File: config.mk
export PLATFORM = sky130hd
export DESIGN_NAME = shft_seq
export DESIGN_NICKNAME = d
export VERILOG_FILES = /design/src/rtl/shft_seq.sv
export SDC_FILE = /design/constraint.sdc
export NUM_CORES = 1
export LEC_CHECK = 0
export CAP_MARGIN = 40
export CELL_PAD_IN_SITES_DETAIL_PLACEMENT = 1
export CELL_PAD_IN_SITES_GLOBAL_PLACEMENT = 2
export CORE_MARGIN = 3
export CORE_UTILIZATION = 29
export DETAILED_ROUTE_END_ITERATION = 8
export PLACE_DENSITY_LB_ADDON = 0.05
export SYNTH_ARGS = -nofsm -noshare
export SYNTH_HDL_FRONTEND = slang
export SYNTH_SLANG_ARGS = --single-unit
File: constraint.sdc
create_clock -name clk -period 1.63 [get_ports clk]
set_input_delay 0.326 -clock clk [delete_from_list [all_inputs] [get_ports clk]]
set_output_delay 0.326 -clock clk [all_outputs]
set_load 0.02 [all_outputs]
File: src/rtl/shft_seq.sv
// Sequential zero-fill shifter: loads an (N+1)-bit word, shifts it one bit per clock
// for a requested count, and streams every shifted-out bit with a qualifier.
module shft_seq #(
    parameter int         N    = 7,
    parameter int         CW   = 4,
    parameter logic [N:0] INIT = 8'hAA
) (
    input  logic          clk,
    input  logic          rst_n,
    input  logic          strt,
    input  logic          shftdir,
    input  logic [CW-1:0] Noofshfts,
    input  logic [N:0]    din,
    output logic [N:0]    Q,
    output logic          sout,
    output logic          sout_vld,
    output logic          busy,
    output logic          done
);

    typedef enum logic [1:0] {
        S_IDLE,
        S_SHIFT,
        S_DONE
    } state_t;

    state_t        state_q;
    logic [N:0]    q_q;
    logic [CW-1:0] cnt_q;
    logic          dir_q;
    logic          sout_q;
    logic          sout_vld_q;
    logic          busy_q;
    logic          done_q;

    logic [N:0]    q_d;
    logic          sout_d;

    // q_d is the word after one more shift; sout_d is the bit that shift will emit next.
    always_comb begin
        q_d    = dir_q ? {q_q[N-1:0], 1'b0} : {1'b0, q_q[N:1]};
        sout_d = dir_q ? q_d[N] : q_d[0];
    end

    // sout/sout_vld are registered one edge early so they present the bit leaving
    // Q during the same cycle in which busy is high.
    always_ff @(posedge clk or negedge rst_n) begin
        if (!rst_n) begin
            state_q    <= S_IDLE;
            q_q        <= INIT;
            cnt_q      <= '0;
            dir_q      <= 1'b0;
            sout_q     <= 1'b0;
            sout_vld_q <= 1'b0;
            busy_q     <= 1'b0;
            done_q     <= 1'b0;
        end else begin
            case (state_q)
                S_IDLE: begin
                    done_q <= 1'b0;
                    if (strt) begin
                        q_q   <= din;
                        cnt_q <= Noofshfts;
                        dir_q <= shftdir;
                        if (Noofshfts != '0) begin
                            state_q    <= S_SHIFT;
                            busy_q     <= 1'b1;
                            sout_q     <= shftdir ? din[N] : din[0];
                            sout_vld_q <= 1'b1;
                        end else begin
                            state_q <= S_DONE;
                            done_q  <= 1'b1;
                        end
                    end
                end
                S_SHIFT: begin
                    q_q   <= q_d;
                    cnt_q <= cnt_q - CW'(1);
                    if (cnt_q == CW'(1)) begin
                        state_q    <= S_DONE;
                        busy_q     <= 1'b0;
                        done_q     <= 1'b1;
                        sout_q     <= 1'b0;
                        sout_vld_q <= 1'b0;
                    end else begin
                        sout_q     <= sout_d;
                        sout_vld_q <= 1'b1;
                    end
                end
                S_DONE: begin
                    state_q <= S_IDLE;
                    done_q  <= 1'b0;
                end
                default: begin
                    state_q    <= S_IDLE;
                    busy_q     <= 1'b0;
                    done_q     <= 1'b0;
                    sout_q     <= 1'b0;
                    sout_vld_q <= 1'b0;
                end
            endcase
        end
    end

    assign Q        = q_q;
    assign sout     = sout_q;
    assign sout_vld = sout_vld_q;
    assign busy     = busy_q;
    assign done     = done_q;

endmodule

Yosys cells after proc, flatten, opt, wreduce, memory -nomap -nowiden
Cells that the tools add are included.
{"block": "totals", "register_bits": 19, "in_bits": 16, "out_inout_bits": 12}
{"block": "op_classes", "n_addsub": 1, "eq_ne": 6, "n_mux": 25, "bitwise": 1, "n_reduce_logical": 8}
{"op": "two-way mux 8 bit", "n": 2}
{"op": "case mux 8 bit (2 select lines)", "n": 1}
{"op": "two-way mux 1 bit", "n": 12}
{"op": "case mux 1 bit (3 select lines)", "n": 3}
{"op": "case mux 4 bit (2 select lines)", "n": 1}
{"op": "two-way mux 2 bit", "n": 3}
{"op": "!= test 2 bit (second input constant)", "n": 3}
{"op": "AND reduction 2 bit", "n": 3}
{"op": "== test 4 x 1 -> 1 bit (second input constant)", "n": 1}
{"op": "two-way mux 4 bit", "n": 1}
{"op": "case mux 2 bit (2 select lines)", "n": 1}
{"op": "AND reduction 4 bit", "n": 1}
{"op": "nonzero test 4 bit", "n": 1}
{"op": "subtractor 4 x 1 -> 4 bit (second input constant)", "n": 1}
{"op": "AND reduction 3 bit", "n": 1}
{"op": "== test 2 x 1 -> 1 bit (second input constant)", "n": 1}
{"op": "== test 2 bit (second input constant)", "n": 1}
{"op": "logical NOT 2 bit", "n": 1}
{"op": "case mux 1 bit (2 select lines)", "n": 1}
{"op": "nonzero test 2 bit", "n": 1}
{"op": "NOT 1 bit", "n": 1}

Longest topological paths before layout
Gate-level depths: netlist of the first run.
{"block": "logic_depth", "ltp_word": 4, "ltp_mapped": 5, "mapped_depth_nobuf": 5}

Worst setup path before layout of the first run
OpenSTA, ideal clock, no wires.
{"block": "synth_timing", "path_kind": "reg-to-reg", "start": "reg cnt_q[0]", "end": "reg sout_q (netlist: sout)", "arrival_ns": 1.196, "path_slack_ns": 0.343, "path_stages_with_launch": 5, "path_buffers": 0, "path_cell_list": "dfrtp_1 > ha_1 > nor3b_1 > o32a_1 > o31ai_2"}
{"block": "synth_via", "elab_chain_len": 3}
{"element": "from (decl)", "line": "29", "text": "logic [CW-1:0] cnt_q;"}
{"element": "from (signal assigned)", "line": "63", "text": "cnt_q <= Noofshfts;"}
{"element": "from (signal assigned)", "line": "78", "text": "cnt_q <= cnt_q - CW'(1);"}
{"element": "== test 4 x 1 -> 1 bit", "line": "79", "text": "if (cnt_q == CW'(1)) begin"}
{"element": "two-way mux 1 bit", "line": "79"}
{"element": "case mux 1 bit (3 select lines)", "line": "58", "text": "case (state_q)"}
{"element": "to (signal assigned)", "line": "68", "text": "sout_q <= shftdir ? din[N] : din[0];"}
{"element": "to (signal assigned)", "line": "86", "text": "sout_q <= sout_d;"}
{"element": "to (decl)", "line": "31", "text": "logic sout_q;"}
No other way between the ends.
A chain may end at the register's enable or synchronous reset.

Worst setup path after layout of the first run
{"block": "layout_timing", "start": "reg q_q[0] (netlist: Q[0])", "end": "out Q[0]"}
{"element": "from (decl)", "line": "28", "text": "logic [N:0] q_q;"}
{"element": "from (signal assigned)", "line": "62", "text": "q_q <= din;"}
{"element": "from (signal assigned)", "line": "77", "text": "q_q <= q_d;"}
{"element": "to (decl)", "line": "14", "text": "output logic [N:0] Q,"}
No word-level cell between the ends.

==> summary.txt, run 1 <==
Run status
  – Status: finished, final reports clean

Place
  – Placer congestion estimate: a little under 0.8
  – DP Area: about 0.0015 mm2
  – Post-DP HPWL: 2.36 mm
  – Setup WS pre-CTS: -0.166 ns
  – IO Port Bufs: 27

Critical path
  – Crit. End Element: output port
  – Setup crit start kind: flip-flop
  – Type of the worst setup path: reg2out
  – Slowest stage delay, CP: 0.61 ns
  – CP delay by family, top: buffers and inverters
  – CP max FO: 3
  – CP required: 1.30 ns
  – WP depth: 1
  – Critical Path AT: 1.26 ns
  – Flop-to-flop setup slack: 0.10 ns
  – Critical Path Sink: Q[0]
  – Buffers and inverters on the worst path: 1
  – RR Endpoint: sout
  – FF-to-FF Start: cnt_q[1]
  – Crit-path cells: clkdlybuf4s50_1
  – Worst setup startpoint: Q[0]
  – FF-to-FF path depth: 6
  – Slowest CP cell: clkdlybuf4s50_1

GRT
  – GRT busiest layer: met2
  – Global routing usage on met1: 19.8%
  – Grt ovf: 0
  – Largest net degree at the start of global routing: 20
  – Met3 Usage GRT: 3.20%
  – Initial antenna violation count: 0
  – First-pass GRT wire length: approximately 5.2 mm
  – GRT Overall Usage: between 15 and 20%
  – GR Util met2: between 20% and 30%
  – Vias in the first global route: 1070

Final layout
  – Fin nets: 168
  – Layout area overhead: 44.9%
  – N_diodes: 0
  – Share of cells above drive strength 1: 21.5%
  – Design area: 0.00155 mm2

Synthesis
  – Async set-reset flop share out of synthesis: 100%
  – Adder-Cell Fraction of Synth Area: 2.34%
  – Distinct cells, synth: 35
  – Post-Syn Nets: between 100 and 150
  – Simple-gate share of the synthesized area: between 15 and 20%
  – Synth Flop Type: dfrtp_1
  – Syn Area/Cell: a little over 10 um2
  – Largest family of logic cells by synthesized area: compound AO/OA/AOI/OAI gates
  – Mux cell area share after synthesis: 8.42%
  – Post-synthesis sequential area ratio: 44.9%
  – Post-Syn Instances: 105
  – Commonest cells in the netlist: dfrtp_1, a21oi_1, mux2i_1, nand2_1, nor2b_1
  – Post-synth EDFFs: 0
  – Most frequent cell after synthesis: dfrtp_1
  – Post-synthesis xor/xnor area fraction: 0%
  – Yosys reg bits: 19
  – Post-synth top area share: 35.1%
  – Warnings from Yosys: 0
  – Area leader, netlist: dfrtp_1
  – Compound-Gate Fraction of Synth Area: 22.7%
  – Synth area leaders: dfrtp_1, dfstp_2, mux2i_1
  – Netlist Area Pre-Place: 0.00107 mm2

Route
  – Via count: 980
  – DRC Markers: 0
  – Starting DRT DRC Count: 24
  – ANT nets after route: 0
  – WL/cell: 15.6 um
  – Drt pass-1 iters: 4
  – Post-Route WL: 3.05 mm
  – Vias per cell: 5.03

Timing
  – Setup Viol. Count Final: 0
  – Slew Limit Fails: 0
  – Headroom to the max-slew limit: 71.1%
  – Setup tns final: 0 ns
  – Fin worst setup slack: 0.0483 ns
  – Clk_skew: 0.00404 ns
  – Post-route minimum period: 1.58 ns
  – Period Utilization, post-route: 97.0%
  – Worst-Margin Slew: 0.434 ns
  – Final Hold Violating Endpoints: 0
  – RSZ-0062 raised after global routing: false
  – Fmax: 632 MHz

Floorplanning
  – Chip Width: 66.7 um
  – Rows: 21
  – IO Pins: 28
  – Initial Utilization: 31.1%
  – Chip height: 66.7 um
  – Core footprint: ~0.0034 mm2
  – Die area: 0.00445 mm2

CTS
  – Clock latency on the worst-skew pair: 0.26 ns
  – Worst-case clock buffer depth: 2
  – Num CTS Buffers: 3
  – TritonCTS clock tree: yes
  – Clock transition at path regs: 0.08 ns
  – CTS Root Cell: clkbuf_8
  – H-tree depth: 1
  – Setup bufs post-CTS: 0
  – Sink Count: 19

Min path
  – Tightest Hold Check Type: in2async

Power
  – Pwr/cell area: a little under 2000 mW/mm2
  – Leak: 0.670 nW
  – Peak supply drop: 0.606 mV

Job
  – Max_cap viols: 0
## registers in the layout, indices dropped and copies added, names as in the netlist
register  cells
Q             8
busy          1
cnt_q         4
dir_q         1
done          1
sout          1
sout_vld      1
state_q       2
## layout by cell type (no fill, tap or decap), types with 2 or more instances in the layout
cell type,synthesis,routed
mux2i_1,9,9
clkdlybuf4s50_1,0,20
nor3_1,4,4
a31oi_1,3,3
o21ai_0,2,2
clkbuf_8,0,3
o22a_1,5,5
a21oi_1,12,12
ha_1,2,2
dfstp_2,4,4
nor2b_1,9,9
dlymetal6s2s_1,0,2
dfrtp_1,15,15
nand2_1,9,9
dlygate4sd2_1,0,5
o211ai_1,3,3
inv_1,5,5
buf_4,1,18
## final cells by class
| type | count | area (um2) |
|---|---|---|
| Sequential cell | 19 | 480 |
| Multi-Input combinational cell | 76 | 543 |
| Fill cell | 404 | 1890 |
| Timing Repair Buffer | 45 | 404 |
| Clock buffer | 3 | 41.3 |
| Inverter | 5 | 18.8 |
| Tap cell | 46 | 57.6 |
| Clock inverter | 1 | 5.00 |
## per-layer routing
layer	vias up	part of all wire [%]	wire, um
li1	473	-	-
met1	480	46	1390
met2	23	48	1460
met3	4	4.7	143
met4	0	1.4	44
met5	-	0	0
## how the worst min path moves through the flow
stage / from / end / cells after the start
3_3_place_gp: Q[7] / Q[7] / 2
6_report: rst_n / dir_q / 2
4_1_cts: rst_n / dir_q / 2
5_1_grt: rst_n / dir_q / 2
3_5_place_dp: Q[7] / Q[7] / 2
2_1_floorplan: rst_n / Q[0] / 0
## timing repair
| item | CTS | global route |
|---|---|---|
| pin swaps | 0 | 0 |
| cloned | 0 | 0 |
| setup endpoints to repair | 5 | 3 |
| resized for setup | 5 | 3 |
| hold buffers | 0 | 0 |
| hold endpoints to repair | 0 | 0 |
## kinds of logic (layout without fill, tap and decap cells)
family | Yosys count | in the layout
AO/OA/AOI/OAI | 35 | 35
AND/OR/NAND/NOR | 30 | 30
flip-flops | 19 | 19
buffers and inverters | 10 | 54
multiplexers | 9 | 9
adder cells (fa/ha/maj) | 2 | 2
## through the flow
stage               hold WS (ns)  total power (W)  utilization, %  instances
floorplan                 0.0304          0.00202               -        105
global placement           0.502          0.00271            43.5        191
detailed placement         0.502          0.00274            43.5        191
CTS                        0.425          0.00305            44.7        195
global route               0.435          0.00326            45.0        195
finish                     0.416          0.00300            45.0        195
## report_power, final
group	switching (W)	internal [W]
combinational	0.000800	0.000826
sequential	0.000288	0.000744
clock	0.000170	0.000170
Power figures use the tool's default switching activity.
==> run 2, diff against run 1 <==
Settings changed: CORE_UTILIZATION 29 to 37, DONT_BUFFER_PORTS from default to 1, PLACE_DENSITY from default to 0.75, PLACE_DENSITY_LB_ADDON 0.05 to default.
==> summary.txt, run 2 (same netlist as run 1, synthesis figures left out) <==
Floorplanning
  – Initial Utilization: 40.9% (+9.9 points)
  – Chip Width: 59.8 um (-10%)
  – Core footprint: 0.00261 mm2 (-24%)
  – Die area: 0.00357 mm2 (-20%)
  – Chip height: 59.8 um (-10%)
  – IO Pins: 28 (unchanged)
  – Rows: 18 (-14%)

Route
  – DRC Markers: 0 (unchanged)
  – Vias per cell: 6.12 (+22%)
  – Drt pass-1 iters: 4 (unchanged)
  – WL/cell: 20.1 um (+29%)
  – ANT nets after route: 0 (unchanged)
  – Via count: 881 (-10%)
  – Post-Route WL: 2.89 mm (-5.0%)
  – Starting DRT DRC Count: 23 (-4.2%)

CTS
  – Num CTS Buffers: 3 (unchanged)
  – TritonCTS clock tree: yes
  – Setup bufs post-CTS: 0 (unchanged)
  – CTS Root Cell: clkbuf_4
  – Gates resized, CTS repair: 0 (-5)
  – Clock transition at path regs: 0.12 ns (+0.04 ns)
  – H-tree depth: 1 (unchanged)
  – Sink Count: 19 (unchanged)
  – Clock latency on the worst-skew pair: 0.31 ns (+0.05 ns)
  – Worst-case clock buffer depth: 2 (unchanged)

GRT
  – Initial antenna violation count: 0 (unchanged)
  – Vias in the first global route: 984 (-8.0%)
  – GRT Overall Usage: 18.1% (+2.3 points)
  – First-pass GRT wire length: 4.81 mm (-7.8%)
  – Grt ovf: 0 (unchanged)
  – Largest net degree at the start of global routing: 20 (unchanged)

Timing
  – Setup Viol. Count Final: 0 (unchanged)
  – Final Hold Violating Endpoints: 0 (unchanged)
  – Hold WS: 0.117 ns (-0.300 ns)
  – Clk_skew: 0.00359 ns (-0.000455 ns)
  – RSZ-0062 raised after global routing: false
  – Post-route minimum period: 1.48 ns (-0.106 ns)
  – Fin worst setup slack: 0.154 ns (+0.106 ns)
  – Headroom to the max-slew limit: 71.2% (about the same)
  – Fmax: 677 MHz (+7.2%)
  – Slew Limit Fails: 0 (unchanged)
  – Worst-Margin Slew: 0.433 ns (-0.00105 ns)
  – Period Utilization, post-route: 90.6% (-6.5 points)
  – Setup tns final: 0 ns (unchanged)

Place
  – IO Port Bufs: 0 (-100%)
  – Setup WS pre-CTS: 0.175 ns (+0.340 ns)
  – Placed instance count: 138 (-28%)
  – Placer congestion estimate: 0.772 (-3.0%)
  – Post-DP HPWL: 2.17 mm (-8.2%)

Final layout
  – Max reg flops: 8 (unchanged)
  – Final std cells w/o fill: 144 (-26%)
  – Fin nets: 133 (-21%)
  – Fill cell count: 312 (-23%)
  – Layout area overhead: 10.9%
  – Most frequent cells in the layout: dfrtp_1, a21oi_1, nor2b_1, mux2i_1, nand2_1
  – N_diodes: 0 (unchanged)
  – Commonest non-fill, non-tap cell in the layout: dfrtp_1
  – Share of cells above drive strength 1: 19.3% (-2.2 points)

Power
  – Pwr/cell area: 2200 mW/mm2 (+14%)
  – Peak supply drop: 1.11 mV (+83%)
  – Leak: 0.503 nW (-25%)

Critical path
  – CP delay by family, top: flip-flops
  – Flop-to-flop setup slack: 0.15 ns (+0.05 ns)
  – Critical Path AT: 1.71 ns (+0.45 ns)
  – Type of the worst setup path: reg2reg
  – FF-to-FF Start: state_q[0]
  – Critical Path Sink: sout
  – Worst setup startpoint: state_q[0]
  – Slowest CP cell: dfrtp_1
  – Crit. End Element: flip-flop
  – FF-to-FF path depth: 3 (-3)
  – Slowest stage delay, CP: 0.63 ns (+0.02 ns)
  – WP depth: 3 (+2)
  – CP max FO: 12 (+9)
  – Buffers and inverters on the worst path: 0 (-1)
  – Crit-path cells: nand2b_4 > o32a_1 > o31ai_2
  – RR Endpoint: sout
  – CP required: 1.86 ns (+0.56 ns)
  – Setup crit start kind: flip-flop

Job
  – Max_cap viols: 0 (unchanged)

Min path
  – Tightest Hold Check Type: in2reg
  – Hold Crit Depth: 2

Run status
  – Status: finished, final reports clean
run 2: cell count changes in the layout (fill, tap and decap cells not counted), sizes merged:
cell	before	now
dlymetal6s2s	2	0
dlygate4sd3	0	1
buf	18	9
dlygate4sd2	5	0
clkdlybuf4s50	20	0
run 2: worst min-delay path by stage:
| stage | startpoint | end | slack (ns) |
|---|---|---|---|
| after floorplan | rst_n | Q[0] | 0.03 |
| after global placement | rst_n | dir_q | 0.03 |
| after detailed placement | rst_n | dir_q | 0.03 |
| after CTS | din[7] | Q[7] | 0.11 |
| after global routing | din[7] | Q[7] | 0.11 |
| final | din[7] | Q[7] | 0.12 |
run 2: what timing repair did:
item,CTS,global route
hold endpoints to repair,19,0
hold buffers,1,0
setup endpoints to repair,0,0
run 2: layer usage:
layer,vias up,part of all wire (%),global-route usage (%)
met4,0,0.97,6.65
met2,25,46,28.7
met5,-,0,0
met3,4,6.0,4.32
li1,405,-,-
met1,447,47,23.7
run 2: where the power goes:
group	leakage, nW	switching (W)	internal, W	total [W]
clock network	0.0177	0.000165	0.0000918	0.000256
logic	0.265	0.000613	0.000570	0.00118
registers	0.221	0.000431	0.000745	0.00118
run 2: layout make-up:
type                    instances  area, um2  area share (%)
flip-flops and latches         19        480            40.5
inverters                       5       18.8            1.58
clock inverters                 1       5.00           0.422
well taps                      30       37.5            3.16
multi-input cells              76        537            45.3
clock buffers                   3       22.5            1.90
repair buffers                 10       85.1            7.17
run 2: metrics by stage:
stage               cell area [um2]  total power (W)  utilization [%]
floorplan                      1070          0.00202                -
global placement               1130          0.00232             43.4
detailed placement             1130          0.00237             43.4
CTS                            1170          0.00265             44.8
global route                   1190          0.00285             45.4
finish                         1190          0.00261             45.4
run 2: worst register-to-register path: stages, from the launching register on:
cell and delay [ns]:
dfrtp_1 0.63, nand2b_4 0.19, o32a_1 0.40, o31ai_2 0.19
==> run 3, diff against run 2 <==
Settings changed: CELL_PAD_IN_SITES_DETAIL_PLACEMENT 1 to 2, CORE_ASPECT_RATIO from default to 0.5.
==> summary.txt, run 3 (same netlist as run 1, synthesis figures left out) <==
Run status
  – Status: finished, final reports clean

Power
  – Int Pwr: 0.00149 W (+5.7%)
  – Gate power share: 43.0% (-2.2 points)
  – Clock power share: 12.1% (+2.3 points)
  – Sequential Power Share: 44.9% (about the same)
  – Pwr/cell area: 2260 mW/mm2 (+2.3%)
  – Switching Power: 0.00123 W (+1.9%)
  – Leak: 0.503 nW (about the same)
  – Total power: 0.00272 W (+3.9%)
  – Peak supply drop: 0.714 mV (-36%)
  – Switching Fraction: 45.3% (-0.91 points)

Final layout
  – Final core occ: 45.2% (-0.23 points)
  – N_diodes: 0 (unchanged)
  – Commonest non-fill, non-tap cell in the layout: dfrtp_1
  – Fill cell count: 289 (-7.4%)
  – Fin nets: 132 (-0.75%)
  – Max reg flops: 8 (unchanged)
  – Share of cells above drive strength 1: 17.7% (-1.6 points)
  – Most frequent cells in the layout: dfrtp_1, a21oi_1, nor2b_1, mux2i_1, nand2_1
  – Design area: 0.00120 mm2 (+1.6%)
  – Layout area overhead: 12.6%

Critical path
  – CP max FO: 3 (-9)
  – Crit. End Element: flip-flop
  – FF-to-FF Start: cnt_q[1]
  – CP required: 1.79 ns (-0.07 ns)
  – Type of the worst setup path: reg2reg
  – FF-to-FF path depth: 5 (+2)
  – Flop-to-flop setup slack: 0.19 ns (+0.04 ns)
  – Setup crit start kind: flip-flop
  – Critical Path AT: 1.60 ns (-0.11 ns)
  – RR Endpoint: sout

GRT
  – GR Util met2: 29.1% (+0.35 points)
  – GRT busiest layer: met2
  – GRT Overall Usage: 18.1% (+0.090 points)
  – Grt ovf: 0 (unchanged)
  – Initial antenna violation count: 0 (unchanged)
  – Vias in the first global route: 930 (-5.5%)
  – Global routing usage on met1: 23.9% (+0.19 points)
  – Largest net degree at the start of global routing: 20 (unchanged)
  – Met3 Usage GRT: 7.11% (+2.8 points)
  – First-pass GRT wire length: 4.82 mm (+0.29%)

CTS
  – Setup bufs post-CTS: 0 (unchanged)
  – Worst-case clock buffer depth: 2 (unchanged)
  – Clock latency on the worst-skew pair: 0.25 ns (-0.06 ns)
  – Sink Count: 19 (unchanged)
  – TritonCTS clock tree: yes
  – Num CTS Buffers: 3 (unchanged)
  – Clock transition at path regs: 0.07 ns (-0.05 ns)
  – CTS Root Cell: clkbuf_8
  – H-tree depth: 1 (unchanged)

Floorplanning
  – Core footprint: 0.00267 mm2 (+2.1%)
  – Initial Utilization: 40.1% (-0.85 points)
  – Chip Width: 82.0 um (+37%)
  – Chip height: 44.0 um (-26%)
  – IO Pins: 28 (unchanged)
  – Rows: 13 (-5)
  – Die area: 0.00361 mm2 (+1.1%)

Job
  – Max_cap viols: 0 (unchanged)

Min path
  – Min-delay src: din[7]
  – Tightest Hold Check Type: in2reg
  – Hold Crit Depth: 2 (unchanged)
  – Hold path endpoint: Q[7]

Place
  – Post-DP HPWL: 2.29 mm (+5.8%)
  – Placer congestion estimate: 0.813 (+5.4%)
  – DP Area: 0.00113 mm2 (+0.11%)
  – IO Port Bufs: 0 (unchanged)

Route
  – WL/cell: 20.5 um (+2.2%)
  – Post-Route WL: 3.08 mm (+6.5%)
  – ANT nets after route: 0 (unchanged)
  – Vias per cell: 5.73 (-6.4%)
  – DRC Markers: 0 (unchanged)
  – Starting DRT DRC Count: 20 (-13%)
  – Via count: 859 (-2.5%)
  – Drt pass-1 iters: 4 (unchanged)

Timing
  – Post-route minimum period: 1.44 ns (-0.0392 ns)
  – Headroom to the max-slew limit: 67.4% (-3.8 points)
  – Setup tns final: 0 ns (unchanged)
  – Setup Viol. Count Final: 0 (unchanged)
  – Fmax: 696 MHz (+2.7%)
  – Final Hold Violating Endpoints: 0 (unchanged)
  – Period Utilization, post-route: 88.2% (-2.4 points)
  – Slew Limit Fails: 0 (unchanged)
  – Clk_skew: 0.00321 ns (-0.000374 ns)
  – Worst-Margin Slew: 0.489 ns (+0.0566 ns)
  – RSZ-0062 raised after global routing: false
==> run 3: cell types whose count changed in the layout (fill, tap and decap cells not counted) <==
| cell | before | now |
|---|---|---|
| clkbuf_4 | 3 | 0 |
| clkinv_2 | 1 | 0 |
| clkbuf_1 | 0 | 1 |
| clkbuf_8 | 0 | 3 |
| buf_4 | 8 | 7 |
==> run 3: per-stage QoR <==
step                worst slack [ns]  instances  hold WS [ns]
floorplan                      0.343        105        0.0304
global placement               0.287        144        0.0309
detailed placement             0.226        144        0.0308
CTS                            0.172        149         0.181
global route                  0.0488        150         0.198
finish                         0.193        150         0.186
==> run 3: final cells by class <==
type | instances | area (um2) | share of cell area, %
timing repair buffer | 9 | 77.6 | 6.44
sequential | 19 | 480 | 39.9
tap | 37 | 46.3 | 3.84
inverter | 5 | 18.8 | 1.56
clock buffer | 4 | 45.0 | 3.74
multi-input combinational | 76 | 537 | 44.5
==> run 3: how the worst max path moves through the flow <==
stage	start	end	depth (start not counted)
2_1_floorplan	cnt_q[0]	sout	4
3_3_place_gp	cnt_q[0]	sout	4
3_5_place_dp	state_q[1]	cnt_q[1]	3
4_1_cts	cnt_q[1]	sout	5
5_1_grt	cnt_q[1]	state_q[1]	6
6_report	cnt_q[1]	sout	5
==> run 3: worst max-delay path: stages (launching register included) <==
cell     delay [ns]
dfrtp_1        0.39
inv_1          0.09
ha_1           0.17
nor3b_1        0.15
o32a_1         0.36
o31ai_2        0.19
==> run 3: what timing repair did <==
| action | CTS | global route |
|---|---|---|
| hold endpoints to repair | 19 | 0 |
| hold buffers | 1 | 0 |
| resized for setup | 0 | 0 |
==> run 3: power groups by stage <==
stage | combinational, W | sequential, W | clock (W)
CTS | 0.00118 | 0.00122 | 0.000342
floorplan | 0.000907 | 0.00111 | 0
detailed placement | 0.00115 | 0.00123 | 0
finish | 0.00117 | 0.00122 | 0.000328
global route | 0.00128 | 0.00127 | 0.000371
global placement | 0.00107 | 0.00121 | 0
==> run 3: metal layers <==
layer | vias up | share of wire (%) | wire, um
li1 | 402 | - | -
met1 | 436 | 48 | 1490
met2 | 21 | 45 | 1390
met3 | 0 | 6.8 | 210
met4 | 0 | 0 | 0
met5 | - | 0 | 0
